[config.mk]
export PLATFORM = sky130hd
export DESIGN_NAME = bsg_gateway_chip_io_link_bringup_flat
export DESIGN_NICKNAME = d
export VERILOG_FILES = /design/src/rtl/bsg_chip_pkg.sv /design/src/rtl/bsg_gateway_chip_io_link_bringup_if.sv /design/src/rtl/bsg_tag_packet_serializer.sv /design/src/rtl/bsg_gateway_chip_io_link_bringup.sv /design/src/flat_wrapper.sv
export SDC_FILE = /design/constraint.sdc
export NUM_CORES = 1
export LEC_CHECK = 0
export BUFFER_PORTS_ARGS = -buffer_cell sky130_fd_sc_hd__buf_2
export CELL_PAD_IN_SITES_DETAIL_PLACEMENT = 0
export CELL_PAD_IN_SITES_GLOBAL_PLACEMENT = 2
export CORE_UTILIZATION = 36
export DETAILED_ROUTE_END_ITERATION = 12
export GPL_ROUTABILITY_DRIVEN = 0
export PLACE_DENSITY_LB_ADDON = 0.1
export SKIP_LAST_GASP = 1
export SLEW_MARGIN = 20
export SYNTH_ARGS = -nofsm -noshare
export SYNTH_HDL_FRONTEND = slang
export SYNTH_HIERARCHICAL = 1
export SYNTH_SLANG_ARGS = --single-unit
[constraint.sdc]
create_clock -name clk_i -period 1.3 [get_ports clk_i]
set_input_delay 0.26 -clock clk_i [delete_from_list [all_inputs] [get_ports clk_i]]
set_output_delay 0.26 -clock clk_i [all_outputs]
set_load 0.02 [all_outputs]
[src/rtl/bsg_chip_pkg.sv]
`default_nettype none
// +----------------------------------------------------------------------------+
// | bsg_chip_pkg                                                               |
// | Shared tag payload types, bring-up step table and FSM state encodings.     |
// | Revision: 1.0                                                              |
// +----------------------------------------------------------------------------+
package bsg_chip_pkg;

   typedef struct packed {
      logic up_link_reset;
      logic down_link_reset;
      logic async_token_reset;
   } bsg_chip_io_tag_payload_s;

   typedef struct packed {
      logic up_link_reset;
      logic down_link_reset;
   } bsg_chip_core_tag_payload_s;

   typedef struct packed {
      logic       is_core;
      logic       dnr;
      logic [2:0] payload;
   } bsg_chip_step_s;

   localparam int c_io_payload_w   = 3;
   localparam int c_core_payload_w = 2;

   localparam logic [3:0] c_last_pkt_step = 4'd7;
   localparam logic [3:0] c_final_step    = 4'd8;

   localparam bsg_chip_io_tag_payload_s   c_io_all_reset     = 3'b111;
   localparam bsg_chip_io_tag_payload_s   c_io_up_down_reset = 3'b110;
   localparam bsg_chip_io_tag_payload_s   c_io_down_reset    = 3'b010;
   localparam bsg_chip_io_tag_payload_s   c_io_no_reset      = 3'b000;
   localparam bsg_chip_core_tag_payload_s c_core_all_reset   = 2'b11;
   localparam bsg_chip_core_tag_payload_s c_core_no_reset    = 2'b00;

   localparam logic [1:0] c_st_idle = 2'd0;
   localparam logic [1:0] c_st_send = 2'd1;
   localparam logic [1:0] c_st_gap  = 2'd2;
   localparam logic [1:0] c_st_done = 2'd3;

   // Core payloads sit in the low two bits of the shared 3-bit payload field.
   function automatic bsg_chip_step_s bsg_chip_step_entry(input logic [3:0] idx);
      bsg_chip_step_s e;
      e = '0;
      case (idx)
         4'd0: e = '{is_core: 1'b0, dnr: 1'b0, payload: c_io_all_reset};
         4'd1: e = '{is_core: 1'b1, dnr: 1'b0, payload: {1'b0, c_core_all_reset}};
         4'd2: e = '{is_core: 1'b0, dnr: 1'b1, payload: c_io_all_reset};
         4'd3: e = '{is_core: 1'b1, dnr: 1'b1, payload: {1'b0, c_core_all_reset}};
         4'd4: e = '{is_core: 1'b0, dnr: 1'b1, payload: c_io_up_down_reset};
         4'd5: e = '{is_core: 1'b0, dnr: 1'b1, payload: c_io_down_reset};
         4'd6: e = '{is_core: 1'b0, dnr: 1'b1, payload: c_io_no_reset};
         4'd7: e = '{is_core: 1'b1, dnr: 1'b1, payload: {1'b0, c_core_no_reset}};
         default: e = '0;
      endcase
      return e;
   endfunction

endpackage
`default_nettype wire

[src/rtl/bsg_gateway_chip_io_link_bringup_if.sv]
`default_nettype none
// +----------------------------------------------------------------------------+
// | bsg_gateway_chip_io_link_bringup_if                                        |
// | Start request and tag stream / status bundle of the bring-up block.        |
// | Revision: 1.0                                                              |
// +----------------------------------------------------------------------------+
interface bsg_gateway_chip_io_link_bringup_if;
   logic start_i;
   logic tag_data_o;
   logic busy_o;
   logic done_o;

   modport master (output start_i, input tag_data_o, input busy_o, input done_o);
   modport slave  (input start_i, output tag_data_o, output busy_o, output done_o);
endinterface
`default_nettype wire

[src/rtl/bsg_tag_packet_serializer.sv]
`default_nettype none
// +----------------------------------------------------------------------------+
// | bsg_tag_packet_serializer                                                  |
// | Turns one tag packet (id, dnr, length, payload) into a registered bit stream.|
// | Revision: 1.0                                                              |
// +----------------------------------------------------------------------------+
module bsg_tag_packet_serializer #(
   parameter int lg_els_p   = 4,
   parameter int lg_width_p = 4
) (
   input  logic                  clk_i,
   input  logic                  rst_n_i,
   input  logic                  v_i,
   input  logic [lg_els_p-1:0]   node_id_i,
   input  logic                  dnr_i,
   input  logic [lg_width_p-1:0] len_i,
   input  logic [2:0]            payload_i,
   output logic                  ready_o,
   output logic                  last_o,
   output logic                  data_o
);

   localparam int c_shift_w = lg_els_p + 1 + lg_width_p + 3;
   localparam int c_cnt_w   = $clog2(c_shift_w + 2);
   localparam int c_hdr_len = lg_els_p + 1 + lg_width_p;

   logic [c_shift_w-1:0] shift_q, shift_d;
   logic [c_cnt_w-1:0]   bits_left_q, bits_left_d;
   logic                 active_q, active_d;
   logic                 data_q, data_d;
   logic                 w_accept;

   assign ready_o  = !active_q || (bits_left_q == '0);
   assign last_o   = active_q && (bits_left_q == '0);
   assign data_o   = data_q;
   assign w_accept = v_i && ready_o;

   // The start bit goes out on the accepting edge; the shift register holds the
   // remaining fields, payload pre-reversed so everything shifts out MSB first.
   always_comb begin
      shift_d     = shift_q;
      bits_left_d = bits_left_q;
      active_d    = active_q;
      data_d      = 1'b0;
      if (w_accept) begin
         active_d    = 1'b1;
         data_d      = 1'b1;
         shift_d     = {node_id_i, dnr_i, len_i, payload_i[0], payload_i[1], payload_i[2]};
         bits_left_d = c_cnt_w'(c_hdr_len) + c_cnt_w'(len_i);
      end else if (active_q && (bits_left_q != '0)) begin
         data_d      = shift_q[c_shift_w-1];
         shift_d     = {shift_q[c_shift_w-2:0], 1'b0};
         bits_left_d = bits_left_q - c_cnt_w'(1);
      end else begin
         active_d    = 1'b0;
      end
   end

   always_ff @(posedge clk_i or negedge rst_n_i) begin
      if (!rst_n_i) begin
         shift_q     <= '0;
         bits_left_q <= '0;
         active_q    <= 1'b0;
         data_q      <= 1'b0;
      end else begin
         shift_q     <= shift_d;
         bits_left_q <= bits_left_d;
         active_q    <= active_d;
         data_q      <= data_d;
      end
   end

endmodule
`default_nettype wire

[src/rtl/bsg_gateway_chip_io_link_bringup.sv]
`default_nettype none
// +----------------------------------------------------------------------------+
// | bsg_gateway_chip_io_link_bringup                                           |
// | Sequences the io/core tag packets that take the chip io link out of reset. |
// | Revision: 1.0                                                              |
// +----------------------------------------------------------------------------+
module bsg_gateway_chip_io_link_bringup
   import bsg_chip_pkg::*;
#(
   parameter int lg_els_p       = 4,
   parameter int lg_width_p     = 4,
   parameter int io_node_id_p   = 0,
   parameter int core_node_id_p = 1,
   parameter int gap_cycles_p   = 64
) (
   input  logic clk_i,
   input  logic reset_n_i,
   bsg_gateway_chip_io_link_bringup_if.slave link_if
);

   localparam int                    c_gap_w    = $clog2(gap_cycles_p + 1);
   localparam logic [c_gap_w-1:0]    c_gap_last = c_gap_w'(gap_cycles_p - 1);
   localparam logic [lg_els_p-1:0]   c_io_id    = lg_els_p'(io_node_id_p);
   localparam logic [lg_els_p-1:0]   c_core_id  = lg_els_p'(core_node_id_p);
   localparam logic [lg_width_p-1:0] c_io_len   = lg_width_p'(c_io_payload_w);
   localparam logic [lg_width_p-1:0] c_core_len = lg_width_p'(c_core_payload_w);

   logic               rst_meta_q, rst_sync_q;
   logic               w_rst_n;
   logic [1:0]         state_q, state_d;
   logic [3:0]         step_q, step_d;
   logic [c_gap_w-1:0] gap_cnt_q, gap_cnt_d;
   logic               w_gap_end;
   logic               w_ser_v, w_ser_ready, w_ser_last;
   logic [3:0]         w_step_idx;
   bsg_chip_step_s     w_entry;

   // Assertion is immediate, release waits two clock edges.
   always_ff @(posedge clk_i or negedge reset_n_i) begin
      if (!reset_n_i) begin
         rst_meta_q <= 1'b0;
         rst_sync_q <= 1'b0;
      end else begin
         rst_meta_q <= 1'b1;
         rst_sync_q <= rst_meta_q;
      end
   end
   assign w_rst_n = rst_sync_q;

   always_ff @(posedge clk_i or negedge w_rst_n) begin
      if (!w_rst_n) begin
         state_q   <= c_st_idle;
         step_q    <= '0;
         gap_cnt_q <= '0;
      end else begin
         state_q   <= state_d;
         step_q    <= step_d;
         gap_cnt_q <= gap_cnt_d;
      end
   end

   assign w_gap_end = (gap_cnt_q == c_gap_last);

   // step_q advances when a packet ends, so during GAP it names the next step.
   always_comb begin
      state_d   = state_q;
      step_d    = step_q;
      gap_cnt_d = gap_cnt_q;
      case (state_q)
         c_st_idle, c_st_done: begin
            if (w_ser_v) begin
               state_d   = c_st_send;
               step_d    = '0;
               gap_cnt_d = '0;
            end
         end
         c_st_send: begin
            if (w_ser_last) begin
               state_d   = c_st_gap;
               step_d    = step_q + 4'd1;
               gap_cnt_d = '0;
            end
         end
         c_st_gap: begin
            if (w_gap_end) begin
               gap_cnt_d = '0;
               state_d   = (step_q == c_final_step) ? c_st_done : c_st_send;
            end else begin
               gap_cnt_d = gap_cnt_q + c_gap_w'(1);
            end
         end
         default: state_d = c_st_idle;
      endcase
   end

   always_comb begin
      w_ser_v    = 1'b0;
      w_step_idx = step_q;
      case (state_q)
         c_st_idle, c_st_done: begin
            w_ser_v    = link_if.start_i && w_ser_ready;
            w_step_idx = '0;
         end
         c_st_gap: w_ser_v = w_gap_end && (step_q <= c_last_pkt_step) && w_ser_ready;
         default:  w_ser_v = 1'b0;
      endcase
   end

   assign w_entry        = bsg_chip_step_entry(w_step_idx);
   assign link_if.busy_o = (state_q == c_st_send) || (state_q == c_st_gap);
   assign link_if.done_o = (state_q == c_st_done);

   bsg_tag_packet_serializer #(
      .lg_els_p   (lg_els_p),
      .lg_width_p (lg_width_p)
   ) u_serializer (
      .clk_i     (clk_i),
      .rst_n_i   (w_rst_n),
      .v_i       (w_ser_v),
      .node_id_i (w_entry.is_core ? c_core_id : c_io_id),
      .dnr_i     (w_entry.dnr),
      .len_i     (w_entry.is_core ? c_core_len : c_io_len),
      .payload_i (w_entry.payload),
      .ready_o   (w_ser_ready),
      .last_o    (w_ser_last),
      .data_o    (link_if.tag_data_o)
   );

endmodule
`default_nettype wire

[src/flat_wrapper.sv]
// flat-port wrapper written by rule: the top's interface ports become plain ports
module bsg_gateway_chip_io_link_bringup_flat import bsg_chip_pkg::*;
#(
   parameter int lg_els_p       = 4,
   parameter int lg_width_p     = 4,
   parameter int io_node_id_p   = 0,
   parameter int core_node_id_p = 1,
   parameter int gap_cycles_p   = 64
)
  (clk_i, reset_n_i, link_if_start_i, link_if_tag_data_o, link_if_busy_o, link_if_done_o);
  bsg_gateway_chip_io_link_bringup_if link_if_i ();
  input  logic clk_i;
  input  logic reset_n_i;
  input wire logic [$bits(link_if_i.start_i)-1:0] link_if_start_i;
  output wire logic [$bits(link_if_i.tag_data_o)-1:0] link_if_tag_data_o;
  output wire logic [$bits(link_if_i.busy_o)-1:0] link_if_busy_o;
  output wire logic [$bits(link_if_i.done_o)-1:0] link_if_done_o;
  assign link_if_i.start_i = link_if_start_i;
  assign link_if_tag_data_o = link_if_i.tag_data_o;
  assign link_if_busy_o = link_if_i.busy_o;
  assign link_if_done_o = link_if_i.done_o;
  bsg_gateway_chip_io_link_bringup #(.lg_els_p(lg_els_p), .lg_width_p(lg_width_p), .io_node_id_p(io_node_id_p), .core_node_id_p(core_node_id_p), .gap_cycles_p(gap_cycles_p)) u_core (.clk_i(clk_i), .reset_n_i(reset_n_i), .link_if(link_if_i));
endmodule
==> reports/qor.csv <==
metric,value,unit
status,"finished, violations left",
violations,negative setup slack,
core_area,5140,sq um
worstPathCellList,"inv_2, ha_4, nand2b_4, o21ai_4, or2b_4, a21o_4, nor2_4, buf_4, buf_12, mux2i_1, a21oi_1",
drtIter0Drc,42,
synth.area.mux_share,7.30,%
die_h,75.4,um
leakage,0.00131,uW
cp-startpoint,u_core/u_serializer/bits_left_q[1],
clk_pin_slew_worst_paths,0.07,ns
postRouteAntennaNets,0,
first_pass_iters,4,
setup_viol,33,
ys_ff_latch,33,
cts_buffers,5,
start_kind,register,
cts_tree,built,
post-route-drc-count,0,
final_area,2880,sq um
syn_to_final_growth,48.7,%
rrSetupSlack,-0.81,ns
netlist_area,1940,sq um
yosysUniqueCellTypes,49,
root_buffer,clkbuf_8,
synth-xor-area-share,0.904,%
ys.warnings.count,6,
place_hpwl,3.17,mm
period_needed,2.11,ns
synthAdderAreaFrac,5.81,%
cp_num_buf_inv,3,
skew,0.0107,ns
r2r_start,u_core/u_serializer/bits_left_q[1],
syn_avg_cell_area,9.59,sq um
numPortBuffers,5,
cp_top_family,simple AND/OR/NAND/NOR gates,
cts.sinks,33,
hold_path.class,register to async pin,
syn_inst,202,
fp.dieW,75.4,um
path_max_fanout,6,
yosysMostFrequentCell,dfrtp_1,
yosysTopAreaCell,dfrtp_1,
tightestPinTransition,0.557,ns
dp_slack,-0.850,ns
rsz0062_at_grt,true,
start_util,37.7,%
vias,1680,
finalCritPeriodShare,162,%
overflow,0,
synth_area_leaders,"dfrtp_1 (43%), mux2i_1 (6.7%), ha_1 (5.8%)",
pin_count,6,
synth_edf_count,0,
total_power,7170,uW
netlist.area_leader.share,42.6,%
max_stage_delay,0.39,ns
h-tree-depth,2,
wl,4.97,mm
cts_buffer_depth,2,
synthArstFlopShare,100,%
synth_compound_area_share,18.0,%
synthFlopType,dfrtp_1,
grt_pass1_vias,1764,
grt_max_degree,32,
ir_drop,1010,uV
drv_cap,0,
wl_per_cell,14.3,um
end_kind,register,
critPathKind,register to register,
grt_pass1_wl,8.18,mm
setup_ws,-0.807,ns
nets,289,
insertion_delay,0.28,ns
max_freq,0.475,GHz
synth_top_family_by_area,simple AND/OR/NAND/NOR gates,
antenna_found_initial,0,
synth_common_cells,"dfrtp_1 (33), nand2_1 (22), nor2_1 (19)",
ys_seq_area_share,42.6,%
fp.dieArea,5680,sq um
max_slew_margin,62.7,%
cp.required,1.46,ns
yosys.area_share.simple,19.8,%
cpMaxStageDelayCell,dfrtp_1,
power_density,2490,nW/um^2
grt.total_usage,19.6,%
routed_via_density,4.84,
diodes,0,
postPlaceCellArea,2390,sq um
row_count,26,
maxSlewViolCount,0,
drive_above_1_share,41.2,%
whs,0.260,ns
hold_viol,0,
cp.arrival,2.26,ns
fin_util,56.1,%
[kinds of logic after synthesis]
kind of cell,Yosys count
simple gates,71
fa+ha+maj,9
flops,33
buf+inv,20
other cells,2
mux,14
compound gates,51
xor+xnor,2
[through the flow]
| stage | cells | TNS [ns] |
|---|---|---|
| after floorplan | 212 | -22.79 |
| after global placement | 320 | -21.70 |
| after detailed placement | 320 | -22.69 |
| after CTS | 345 | -22.77 |
| after global routing | 347 | -25.95 |
| final | 347 | -23.20 |
[repair_timing]
action,4_1_cts,5_1_grt
gates resized for setup,32,21
hold endpoints to repair,2,0
setup endpoints to repair,33,33
hold buffers,1,0
pin swaps,15,11
buffers inserted,14,5
gates cloned,4,0
[power breakdown]
group          leakage (uW)  switching, uW  internal, uW  total [uW]
Combinational      0.000868           2320          2390        4710
Clock             0.0000443            364           420         784
Sequential         0.000393            261          1410        1670
[state kept, by name, summed over array words and instances, names as in the netlist]
name	count
u_core/rst_meta_q	1
u_core/u_serializer/shift_q	12
u_core/gap_cnt_q	7
u_core/rst_sync_q	1
u_core/u_serializer/data_o	1
u_core/u_serializer/bits_left_q	4
u_core/u_serializer/active_q	1
u_core/step_q	4
u_core/state_q	2
[placed cells by master, fill, tap and decap left out, drive strengths merged, types with 2 or more instances in the layout]
| master | n |
|---|---|
| buf | 65 |
| dfrtp | 33 |
| nand2 | 22 |
| nor2 | 19 |
| a21oi | 14 |
| o21ai | 14 |
| mux2i | 13 |
| conb | 12 |
| inv | 10 |
| ha | 9 |
| nand3 | 8 |
| clkbuf | 7 |
| nand2b | 7 |
| o21a | 4 |
| o211ai | 4 |
| nor3 | 3 |
| a21o | 3 |
| a31oi | 2 |
| a311o | 2 |
| o22ai | 2 |
| o221ai | 2 |
| xor2 | 2 |
| nor4 | 2 |
[worst paths after layout]
kind / cells past startpoint / end
worst max-delay path: 11 / u_core/u_serializer/shift_q[6]
worst min-delay path: 1 / u_core/step_q[3]
worst max register to register: 11 / u_core/u_serializer/shift_q[6]
worst min register to register: 1 / u_core/step_q[3]
max in group asynchronous: 1 / u_core/u_serializer/bits_left_q[1]
min in group clk_i: 0 / u_core/rst_sync_q
[final cells by class]
| cell class | count | area [sq um] |
|---|---|---|
| fill | 498 | 2260 |
| multi-input combinational | 160 | 1260 |
| sequential | 33 | 826 |
| timing repair buffer | 66 | 574 |
| tap | 70 | 87.6 |
| clock buffer | 7 | 86.3 |
| inverter | 11 | 45.0 |
[routing by layer]
metal,wire (um),GRT usage [%]
met5,0,0
met2,2740,37.2
met4,78,5.97
met1,2050,22.1
met3,103,3.97
Note: power is estimated with default switching activity, not from simulation.
